File: src/rtl/mem_sram_ctrl_pkg.sv
`default_nettype none
// ============================================================================
// Module      : mem_sram_ctrl_pkg
// Description : Shared encodings for the MEM-stage data-memory controller:
//               memory micro-ops, DRESEL bus width, address-error exception
//               codes, FSM states and micro-op classification helpers.
// Revision    : 1.0 - initial release
// ============================================================================
package mem_sram_ctrl_pkg;

    // Memory micro-op encodings carried down the pipeline from decode
    localparam logic [3:0] c_MEMOP_NONE = 4'd0;
    localparam logic [3:0] c_MEMOP_LB   = 4'd1;
    localparam logic [3:0] c_MEMOP_LBU  = 4'd2;
    localparam logic [3:0] c_MEMOP_LH   = 4'd3;
    localparam logic [3:0] c_MEMOP_LHU  = 4'd4;
    localparam logic [3:0] c_MEMOP_LW   = 4'd5;
    localparam logic [3:0] c_MEMOP_SB   = 4'd6;
    localparam logic [3:0] c_MEMOP_SH   = 4'd7;
    localparam logic [3:0] c_MEMOP_SW   = 4'd8;

    // DRESEL bus: [3:0] byte-lane select, [4] sign-extend
    localparam int c_DRESEL_W = 5;

    // Exception codes raised by this stage
    localparam logic [4:0] c_EXC_ADEL = 5'd4;
    localparam logic [4:0] c_EXC_ADES = 5'd5;

    // Access sequencer states
    typedef enum logic [1:0] {
        ST_IDLE = 2'd0,
        ST_REQ  = 2'd1,
        ST_DONE = 2'd2
    } state_t;

    function automatic logic memop_is_load(input logic [3:0] op);
        return (op == c_MEMOP_LB)  || (op == c_MEMOP_LBU) ||
               (op == c_MEMOP_LH)  || (op == c_MEMOP_LHU) ||
               (op == c_MEMOP_LW);
    endfunction

    function automatic logic memop_is_store(input logic [3:0] op);
        return (op == c_MEMOP_SB) || (op == c_MEMOP_SH) || (op == c_MEMOP_SW);
    endfunction

endpackage
`default_nettype wire

File: src/rtl/mem_sram_ctrl_lane_gen.sv
`default_nettype none
// ============================================================================
// Module      : mem_sram_ctrl_lane_gen
// Description : Combinational byte-lane generator. Maps micro-op and the low
//               address bits to store strobes, lane-replicated store data,
//               the load lane/sign-extend selector and the misalign flag.
// Revision    : 1.0 - initial release
// ============================================================================
module mem_sram_ctrl_lane_gen
    import mem_sram_ctrl_pkg::*;
(
    input  logic [3:0]            i_memop,
    input  logic [1:0]            i_addr_lo,
    input  logic [31:0]           i_din,
    output logic [3:0]            o_we,
    output logic [31:0]           o_wdata,
    output logic [c_DRESEL_W-1:0] o_dre,
    output logic                  o_misalign
);

    logic [3:0] w_lanes;
    logic       w_sext;
    logic       w_is_load;
    logic       w_is_store;

    assign w_is_load  = memop_is_load(i_memop);
    assign w_is_store = memop_is_store(i_memop);

    // Little-endian lane map, access-size alignment and store replication
    always_comb begin
        w_lanes    = 4'b0000;
        o_wdata    = i_din;
        o_misalign = 1'b0;
        w_sext     = (i_memop == c_MEMOP_LB) || (i_memop == c_MEMOP_LH);
        case (i_memop)
            c_MEMOP_LB, c_MEMOP_LBU, c_MEMOP_SB: begin
                w_lanes = 4'b0001 << i_addr_lo;
                o_wdata = {4{i_din[7:0]}};
            end
            c_MEMOP_LH, c_MEMOP_LHU, c_MEMOP_SH: begin
                w_lanes    = i_addr_lo[1] ? 4'b1100 : 4'b0011;
                o_wdata    = {2{i_din[15:0]}};
                o_misalign = i_addr_lo[0];
            end
            c_MEMOP_LW, c_MEMOP_SW: begin
                w_lanes    = 4'b1111;
                o_misalign = |i_addr_lo;
            end
            default: begin
                w_lanes = 4'b0000;
            end
        endcase
        o_we  = w_is_store ? w_lanes : 4'b0000;
        o_dre = w_is_load ? {w_sext, w_lanes} : {c_DRESEL_W{1'b0}};
    end

endmodule
`default_nettype wire

File: src/rtl/mem_sram_ctrl.sv
`default_nettype none
// ============================================================================
// Module      : mem_sram_ctrl
// Description : MEM-stage data-memory access controller. Issues load/store
//               requests on a req/ack SRAM bus, stalls the pipeline while an
//               access is outstanding, raises address-error exceptions and
//               produces the values registered by memwb_reg.
// Revision    : 1.0 - initial release
// ============================================================================
module mem_sram_ctrl
    import mem_sram_ctrl_pkg::*;
#(
    parameter logic [15:0] DEV_BASE = 16'hBFAF,
    parameter int          ADDR_W   = 32
) (
    input  logic                  cpu_clk_50M,
    input  logic                  cpu_rst_n,
    input  logic [3:0]            mem_memop_i,
    input  logic [ADDR_W-1:0]     mem_addr_i,
    input  logic [31:0]           mem_wd_i,
    input  logic [31:0]           mem_din_i,
    input  logic                  mem_wreg_i,
    input  logic                  flush,
    output logic [31:0]           mem_dreg,
    output logic [c_DRESEL_W-1:0] mem_dre,
    output logic                  mem_mreg,
    output logic                  mem_wreg,
    output logic                  mem_device,
    output logic                  stall_req,
    output logic                  exc_adel,
    output logic                  exc_ades,
    output logic [ADDR_W-1:0]     badvaddr,
    output logic                  data_sram_req,
    output logic [3:0]            data_sram_we,
    output logic [ADDR_W-1:0]     data_sram_addr,
    output logic [31:0]           data_sram_wdata,
    input  logic                  data_sram_ack,
    input  logic [31:0]           data_sram_rdata
);

    state_t              r_state;
    state_t              w_next_state;
    logic                r_req;
    logic [3:0]          r_we;
    logic [ADDR_W-1:0]   r_addr;
    logic [31:0]         r_wdata;
    logic [31:0]         r_rdata;
    logic                r_flush_pend;

    logic [3:0]          w_we;
    logic [31:0]         w_wdata;
    logic                w_misalign;
    logic                w_is_load;
    logic                w_is_store;
    logic                w_is_mem;
    logic                w_issue;

    mem_sram_ctrl_lane_gen u_lane_gen (
        .i_memop    (mem_memop_i),
        .i_addr_lo  (mem_addr_i[1:0]),
        .i_din      (mem_din_i),
        .o_we       (w_we),
        .o_wdata    (w_wdata),
        .o_dre      (mem_dre),
        .o_misalign (w_misalign)
    );

    assign w_is_load  = memop_is_load(mem_memop_i);
    assign w_is_store = memop_is_store(mem_memop_i);
    assign w_is_mem   = w_is_load | w_is_store;
    // A misaligned access never reaches the bus; a flush in IDLE squashes issue
    assign w_issue    = w_is_mem & ~w_misalign & ~flush;

    // State register
    always_ff @(posedge cpu_clk_50M) begin
        if (!cpu_rst_n) begin
            r_state <= ST_IDLE;
        end else begin
            r_state <= w_next_state;
        end
    end

    // Bus request registers, read-data latch and pending-flush tracking
    always_ff @(posedge cpu_clk_50M) begin
        if (!cpu_rst_n) begin
            r_req        <= 1'b0;
            r_we         <= 4'b0000;
            r_addr       <= '0;
            r_wdata      <= 32'h0;
            r_rdata      <= 32'h0;
            r_flush_pend <= 1'b0;
        end else begin
            case (r_state)
                ST_IDLE: begin
                    if (w_issue) begin
                        r_req        <= 1'b1;
                        r_addr       <= {mem_addr_i[ADDR_W-1:2], 2'b00};
                        r_we         <= w_we;
                        r_wdata      <= w_wdata;
                        r_flush_pend <= 1'b0;
                    end
                end
                ST_REQ: begin
                    if (data_sram_ack) begin
                        r_req        <= 1'b0;
                        r_rdata      <= data_sram_rdata;
                        r_flush_pend <= 1'b0;
                    end else if (flush) begin
                        // The request is already on the bus and cannot be
                        // withdrawn; remember to drop its result instead.
                        r_flush_pend <= 1'b1;
                    end
                end
                default: begin
                end
            endcase
        end
    end

    // Next-state and stall decode
    always_comb begin
        w_next_state = r_state;
        stall_req    = 1'b0;
        case (r_state)
            ST_IDLE: begin
                stall_req = w_issue;
                if (w_issue) begin
                    w_next_state = ST_REQ;
                end
            end
            ST_REQ: begin
                stall_req = 1'b1;
                if (data_sram_ack) begin
                    // A flush arriving together with ack also discards the data
                    w_next_state = (r_flush_pend | flush) ? ST_IDLE : ST_DONE;
                end
            end
            ST_DONE: begin
                w_next_state = ST_IDLE;
            end
            default: begin
                w_next_state = ST_IDLE;
            end
        endcase
    end

    assign data_sram_req   = r_req;
    assign data_sram_we    = r_we;
    assign data_sram_addr  = r_addr;
    assign data_sram_wdata = r_wdata;

    assign mem_dreg   = ((r_state == ST_DONE) && w_is_load) ? r_rdata : mem_wd_i;
    assign mem_mreg   = w_is_load;
    assign mem_wreg   = mem_wreg_i & ~(w_is_mem & w_misalign);
    assign mem_device = w_is_mem && (mem_addr_i[ADDR_W-1:ADDR_W-16] == DEV_BASE);
    assign exc_adel   = w_is_load & w_misalign;
    assign exc_ades   = w_is_store & w_misalign;
    assign badvaddr   = (w_is_mem & w_misalign) ? mem_addr_i : '0;

endmodule
`default_nettype wire

File: config.mk
export PLATFORM = sky130hd
export DESIGN_NAME = mem_sram_ctrl
export DESIGN_NICKNAME = d
export VERILOG_FILES = /design/src/rtl/mem_sram_ctrl_pkg.sv /design/src/rtl/mem_sram_ctrl_lane_gen.sv /design/src/rtl/mem_sram_ctrl.sv
export SDC_FILE = /design/constraint.sdc
export NUM_CORES = 1
export LEC_CHECK = 0
export CORE_MARGIN = 2
export CORE_UTILIZATION = 28
export DETAILED_ROUTE_END_ITERATION = 10
export SLEW_MARGIN = 20
export SYNTH_ARGS = -nofsm -noshare
export SYNTH_HDL_FRONTEND = slang
export SYNTH_SLANG_ARGS = --single-unit
File: constraint.sdc
create_clock -name cpu_clk_50M -period 3.1 [get_ports cpu_clk_50M]
set_clock_uncertainty 0.15 [all_clocks]
set_input_delay 0.62 -clock cpu_clk_50M [delete_from_list [all_inputs] [get_ports cpu_clk_50M]]
set_output_delay 0.62 -clock cpu_clk_50M [all_outputs]
set_load 0.03 [all_outputs]
==> results of run 1 <==
synth_stat cells, drive strengths merged (3+ instances only):
cell type	n	share of area, %
clkbuf	30	2.3
mux2i	16	3.2
o31ai	3	0.45
a2bb2oi	8	1.4
a22oi	8	1.2
a21oi	45	4.8
dfxtp	102	41
o21ai	42	4.2
nor2	38	2.9
nor4	3	0.68
nor3	4	0.40
nand2b	5	0.63
nand3	41	4.1
buf	22	2.8
o22ai	3	0.50
a211oi	27	6.0
inv	4	0.30
mux2	32	7.3
nor2b	31	3.9
nand2	109	8.3
cells by family after synthesis:
family	after synthesis	synth area share (%)
flops	102	41.20
mux	48	10.50
buf+inv	57	5.503
other cells	1	0.07567
compound gates	141	19.54
simple gates	246	23.18
layout make-up:
cell class                 count  area (sq um)  share of cell area, %
inverter                       5         18.77                 0.2194
clock inverter                 6         52.55                 0.6144
multi-input combinational    437          2695                  31.51
sequential                   102          2042                  23.87
timing repair buffer         344          3224                  37.70
clock buffer                  10         239.0                  2.794
tap                          225         281.5                  3.291
how the worst min path moves through the flow:
stage	slack [ps]	endpoint	startpoint	depth (start not counted)
final	270	r_state[1]	r_flush_pend	1
after global routing	300	r_state[1]	r_flush_pend	1
after CTS	270	r_state[1]	r_flush_pend	1
after detailed placement	260	r_state[1]	r_flush_pend	1
after global placement	260	r_state[1]	r_flush_pend	1
after floorplan	250	r_state[1]	r_flush_pend	1
report_power, final:
part / switching [W] / internal, W
registers: 0.0000357 / 0.00138
logic: 0.000545 / 0.000492
clock network: 0.000533 / 0.000581
total: 0.00111 / 0.00245
state kept, by name, indices dropped and copies added (netlist names):
register,cells
r_state,2
data_sram_addr,30
data_sram_req,1
r_rdata,32
data_sram_we,4
r_flush_pend,1
data_sram_wdata,32
metal layers:
metal,part of all wire [%],vias up
met4,1.8,0
met1,43,2328
met5,0,-
met3,7.7,19
li1,-,2669
met2,48,170
stage by stage:
step	TNS, ps	instances	utilization, %	hold WS [ps]	instance area, sq um
2_1_floorplan	0	596	-	249.5	4960
3_3_place_gp	-23120	1107	47.03	263.4	8135
3_5_place_dp	-23490	1107	47.03	263.1	8135
4_1_cts	0	1128	49.46	273.2	8554
5_1_grt	0	1129	49.45	300.6	8553
6_report	0	1129	49.45	271.0	8553
timing repair:
action / CTS / global route
buffers inserted: 4 / 1
hold buffers: 0 / 0
setup endpoints to repair: 68 / 61
gates resized for setup: 21 / 9
pin swaps: 4 / 2
gates cloned: 1 / 0
==> flow_metrics.py, run 1 <==
metrics = {
    "global_route": {
        "grt_remaining_overflow": 0,
        "antenna_found_initial": 0,
        "gr-usage-met2_pct": 30.10,
        "grt_usage_pct": 17.88,
        "first_pass_grt_wire_length_microns": 25970,
        "use_met3_pct": 5.111,
        "first_global_vias": 4836,
        "grt_use_met1_pct": 21.89,
        "grt_max_degree": 57,
        "top_usage_layer": "met2",
    },
    "synth": {
        "async_flop_share_pct": 0,
        "netlist-cell-type-count": 45,
        "syn_avg_cell_area_sq_um": 8.329,
        "netlist_area_sq_um": 4956,
        "sequential_fraction_of_the_synthesis_area_pct": 41.20,
        "synth.ff_latch_count": 102,
        "synth_top_flop_cell": "dfxtp_1",
        "post_synth_inst_count": 595,
        "synth_enable_flop_cells": 0,
        "ys_warn_count": 0,
    },
    "die": {
        "core_sq_um": 17300,
        "floorplan.die.width_microns": 137.0,
        "floorplan.initialDensity_pct": 28.65,
        "die_height_microns": 137.0,
        "fp.dieArea_sq_um": 18780,
        "core.rowCount": 48,
        "design.portCount": 281,
    },
    "hold_path": {
        "hold_class": "reg -> reg",
    },
    "critical_path": {
        "critical_path.max_fanout": 2,
        "path_cells": "clkdlybuf4s50_1, nand4_1, or4_1, nor2_1, dlygate4sd2_1",
        "cp.required_ps": 2330,
        "critPathCapture": "mem_device",
        "crit_buf_inv": 2,
        "timing.critical_path.slowest_cell_delay_ps": 520,
        "timing.setup.critical_path_class": "in -> out",
        "crit_path_start": "mem_addr_i[31]",
        "cp_top_family": "buffers and inverters",
        "timing.rr.start": "r_state[0]",
        "ff2ff_setup_slack_ps": 990,
        "critical_path.endpoint_type": "output port",
        "number_of_logic_stages_on_the_critical_path_including_buffering": 5,
        "crit_slowest_cell": "or4_1",
        "critical_path.reg2reg.endpoint": "data_sram_addr[8]",
        "crit_path_arrival_time_ps": 2240,
        "worst-r2r-cell-count": 6,
        "start_kind": "input port",
    },
    "timing": {
        "final_critical_path_setup_slack_ps": 87.69,
        "unrepaired_setup_endpoints_after_global_routing": "false",
        "final_max_slew_viol_count": 0,
        "timing_worst_slew_pin_value_ps": 687.0,
        "min_period_ps": 3012,
        "timing.final.setup_violations": 0,
        "timing.final.hold_violations": 0,
        "max_clock_freq_ghz": 0.3320,
        "final.period_utilization_pct": 97.17,
        "worst_rel_slew_slack_pct": 53.89,
    },
    "placed_design": {
        "gp_congestion": 0.7856,
        "dp_slack_ps": -417.9,
        "place_hpwl_microns": 13380,
        "port_buffers": 278,
    },
    "finish": {
        "nNetsFinal": 1036,
        "layout.filler_cells": 1723,
        "most-common-layout-cells": "197 x clkdlybuf4s50_1, 126 x buf_4, 109 x nand2_1",
        "drive_gt1_share_pct": 24.89,
        "syn_to_final_growth_pct": 72.58,
        "insertedDiodeCount": 0,
        "layout_commonest_cell": "clkdlybuf4s50_1",
    },
    "power": {
        "irDropWorstVdd_mv": 0.2489,
        "power_w": 0.003567,
        "cellPowerDensity_nw_per_um2": 417.1,
        "power.leakage_nw": 3.301,
    },
    "cts": {
        "h-tree-depth": 3,
        "clock-root-buffer": "clkbuf_16",
        "clock_sinks": 102,
        "cts_buffers": 9,
        "path_clk_slew_ps": 70,
        "cts_buffer_depth": 2,
        "worstSkewPairLatency_ps": 340,
        "clock_tree_from_tritoncts": "yes",
    },
    "run_status": {
        "status": "complete, no violations",
    },
    "route": {
        "initialDrtViolationCount": 175,
        "drc": 0,
        "drt_first_pass_iters": 4,
        "wirelength_microns": 17460,
        "detail_route.vias_per_cell": 4.593,
        "route.detailed.wl_per_inst_microns": 15.47,
        "ant_nets": 0,
        "vias_post_dr": 5186,
    },
    "flow_run": {
        "max-cap-violations": 0,
    },
}
Power figures use the tool's default switching activity.
==> run 2: changes to the inputs <==
--- a/config.mk
+++ b/config.mk
@@ -5,7 +5,6 @@
 export SDC_FILE = /design/constraint.sdc
 export NUM_CORES = 1
 export LEC_CHECK = 0
-export CORE_MARGIN = 2
 export CORE_UTILIZATION = 28
 export DETAILED_ROUTE_END_ITERATION = 10
 export SLEW_MARGIN = 20
==> run 2 against run 1 <==
Compared with the run above:
- critical path depth rose by 5
- worst setup slack improved by 45 ps
- non-clock buffer count fell by 19
- sequential power barely moved
- clock power barely moved
- critical endpoint is now mem_dreg[23]
- largest cell class unchanged
==> flow_metrics.py, run 2 (synthesized netlist as in run 1, its figures left out) <==
metrics = {
    "placed_design": {
        "placedInstanceArea_sq_um": 7978,
        "place_hpwl_microns": 12350,
        "gp_congestion": 0.7843,
        "port_buffers": 278,
        "dp_slack_ps": -362.7,
    },
    "cts": {
        "clock_sinks": 102,
        "cts_buffers": 9,
        "count_of_hold_fix_buffers_inserted_at_cts": 0,
        "cts_buffer_depth": 2,
        "worstSkewPairLatency_ps": 340,
        "clock-root-buffer": "clkbuf_16",
        "path_clk_slew_ps": 70,
        "clock_tree_from_tritoncts": "yes",
        "h-tree-depth": 3,
    },
    "finish": {
        "layout_commonest_cell": "clkdlybuf4s50_1",
        "drive_gt1_share_pct": 23.28,
        "nNetsFinal": 1017,
        "most-common-layout-cells": "196 x clkdlybuf4s50_1, 109 x nand2_1, 102 x buf_4, 102 x dfxtp_1, 43 x a21oi_1",
        "syn_to_final_growth_pct": 70.94,
        "fin_area_sq_um": 8472,
        "finalCoreUtilization_pct": 48.98,
    },
    "global_route": {
        "grt_usage_pct": 18.47,
        "first_global_vias": 4860,
        "first_pass_grt_wire_length_microns": 26170,
        "grt_max_degree": 73,
        "antenna_found_initial": 2,
        "grt_remaining_overflow": 0,
    },
    "timing": {
        "fin_tns_setup_ps": 0,
        "final_critical_path_setup_slack_ps": 133.1,
        "timing.final.setup_violations": 0,
        "final_max_slew_viol_count": 0,
        "min_period_ps": 2967,
        "worst_rel_slew_slack_pct": 54.72,
        "fin_hold_ws_ps": 282.4,
        "final.period_utilization_pct": 95.71,
        "timing.final.hold_violations": 0,
        "max_clock_freq_ghz": 0.3370,
        "timing_worst_slew_pin_value_ps": 679.2,
        "unrepaired_setup_endpoints_after_global_routing": "false",
    },
    "route": {
        "vias_post_dr": 5133,
        "wirelength_microns": 17190,
        "initialDrtViolationCount": 212,
        "drc": 0,
        "route.detailed.wl_per_inst_microns": 15.46,
        "detail_route.vias_per_cell": 4.616,
        "ant_nets": 0,
        "drt_first_pass_iters": 6,
    },
    "die": {
        "fp.dieArea_sq_um": 18240,
        "core_sq_um": 17300,
        "design.portCount": 281,
        "die_height_microns": 135.0,
        "floorplan.die.width_microns": 135.0,
        "floorplan.initialDensity_pct": 28.65,
        "core.rowCount": 48,
    },
    "critical_path": {
        "crit_path_arrival_time_ps": 2200,
        "critical_path.max_fanout": 8,
        "start_kind": "input port",
        "timing.critical_path.slowest_cell_delay_ps": 310,
        "path_cells": "clkbuf_2, buf_6, nor3_4, a211oi_4, buf_4, nand3b_1, buf_6, clkbuf_16, mux2_4, buf_4",
        "cp.required_ps": 2330,
        "crit_slowest_cell": "mux2_4",
        "timing.setup.critical_path_class": "in -> out",
        "critical_path.endpoint_type": "output port",
        "crit_buf_inv": 6,
        "cp_top_family": "buffers and inverters",
        "ff2ff_setup_slack_ps": 1230,
    },
    "power": {
        "irDropWorstVdd_mv": 0.2911,
        "total_switching_power_w": 0.001102,
        "power.clock.fraction_pct": 31.5,
        "p_int_w": 0.002459,
        "power.share.sequential_pct": 39.8,
        "netSwitchingFraction_pct": 30.95,
        "power.combinational.fraction_pct": 28.7,
        "power.leakage_nw": 3.223,
        "cellPowerDensity_nw_per_um2": 420.4,
    },
    "run_status": {
        "status": "complete, no violations",
    },
    "hold_path": {
        "hold_class": "reg -> reg",
    },
    "flow_run": {
        "max-cap-violations": 0,
    },
}
[run 2: layout make-up]
class / instances / area (sq um)
Sequential cell: 102 / 2042
Clock buffer: 11 / 252.7
Timing Repair Buffer: 325 / 3127
Fill cell: 1680 / 8825
Multi-Input combinational cell: 437 / 2706
Tap cell: 225 / 281.5
Inverter: 5 / 18.77
Clock inverter: 5 / 38.79
Antenna cell: 2 / 5.005
[run 2: power groups by stage]
stage	Clock [W]	Combinational [W]	Sequential [W]
2_1_floorplan	0	0.000407	0.00156
3_3_place_gp	0	0.00100	0.00145
3_5_place_dp	0	0.00101	0.00145
4_1_cts	0.00116	0.00103	0.00142
5_1_grt	0.00122	0.00109	0.00143
6_report	0.00112	0.00102	0.00142
[run 2: per-layer routing]
metal  global-route usage, %  share of wire [%]  vias up  routed length, microns
met1                   23.10                 44     2312                    7496
met5                       0                  0        -                       0
met2                   31.07                 47      171                    8159
met4                   4.806               0.91        0                     157
li1                        -                  -     2639                       -
met3                   5.143                8.0       11                    1375
[run 2: worst paths after layout]
kind,from,end,cells past startpoint
min reg2reg,r_flush_pend,r_state[1],1
max reg2reg,r_state[0],data_sram_wdata[8],7
min,r_flush_pend,r_state[1],1
max,mem_memop_i[0],mem_dreg[23],10
[run 2: metrics by stage]
step / cells / total power [W]
2_1_floorplan: 596 / 0.001967
3_3_place_gp: 1081 / 0.002452
3_5_place_dp: 1081 / 0.002456
4_1_cts: 1107 / 0.003607
5_1_grt: 1112 / 0.003736
6_report: 1112 / 0.003561
[run 2: worst register-to-register path, cell delays in order (launching register included)]
cell      delay [ps]
dfxtp_1          330
nor3_1           280
nand3_1          170
nor4_4           180
buf_4            180
buf_12           210
nor2_1            70
a211oi_1         220
[run 2: what timing repair did]
item / 4_1_cts / 5_1_grt
resized for setup: 29 / 8
endpoints found under the setup margin: 68 / 53
pin swaps: 2 / 1
setup buffers: 8 / 2
cloned: 2 / 1
==> run 3: changes to the inputs <==
--- a/config.mk
+++ b/config.mk
@@ -6,6 +6,7 @@
 export NUM_CORES = 1
 export LEC_CHECK = 0
 export CORE_UTILIZATION = 28
+export CTS_CLUSTER_SIZE = 28
 export DETAILED_ROUTE_END_ITERATION = 10
 export SLEW_MARGIN = 20
 export SYNTH_ARGS = -nofsm -noshare
==> results of run 3 <==
Final layout, timing and power as in run 2 (identical DEF).
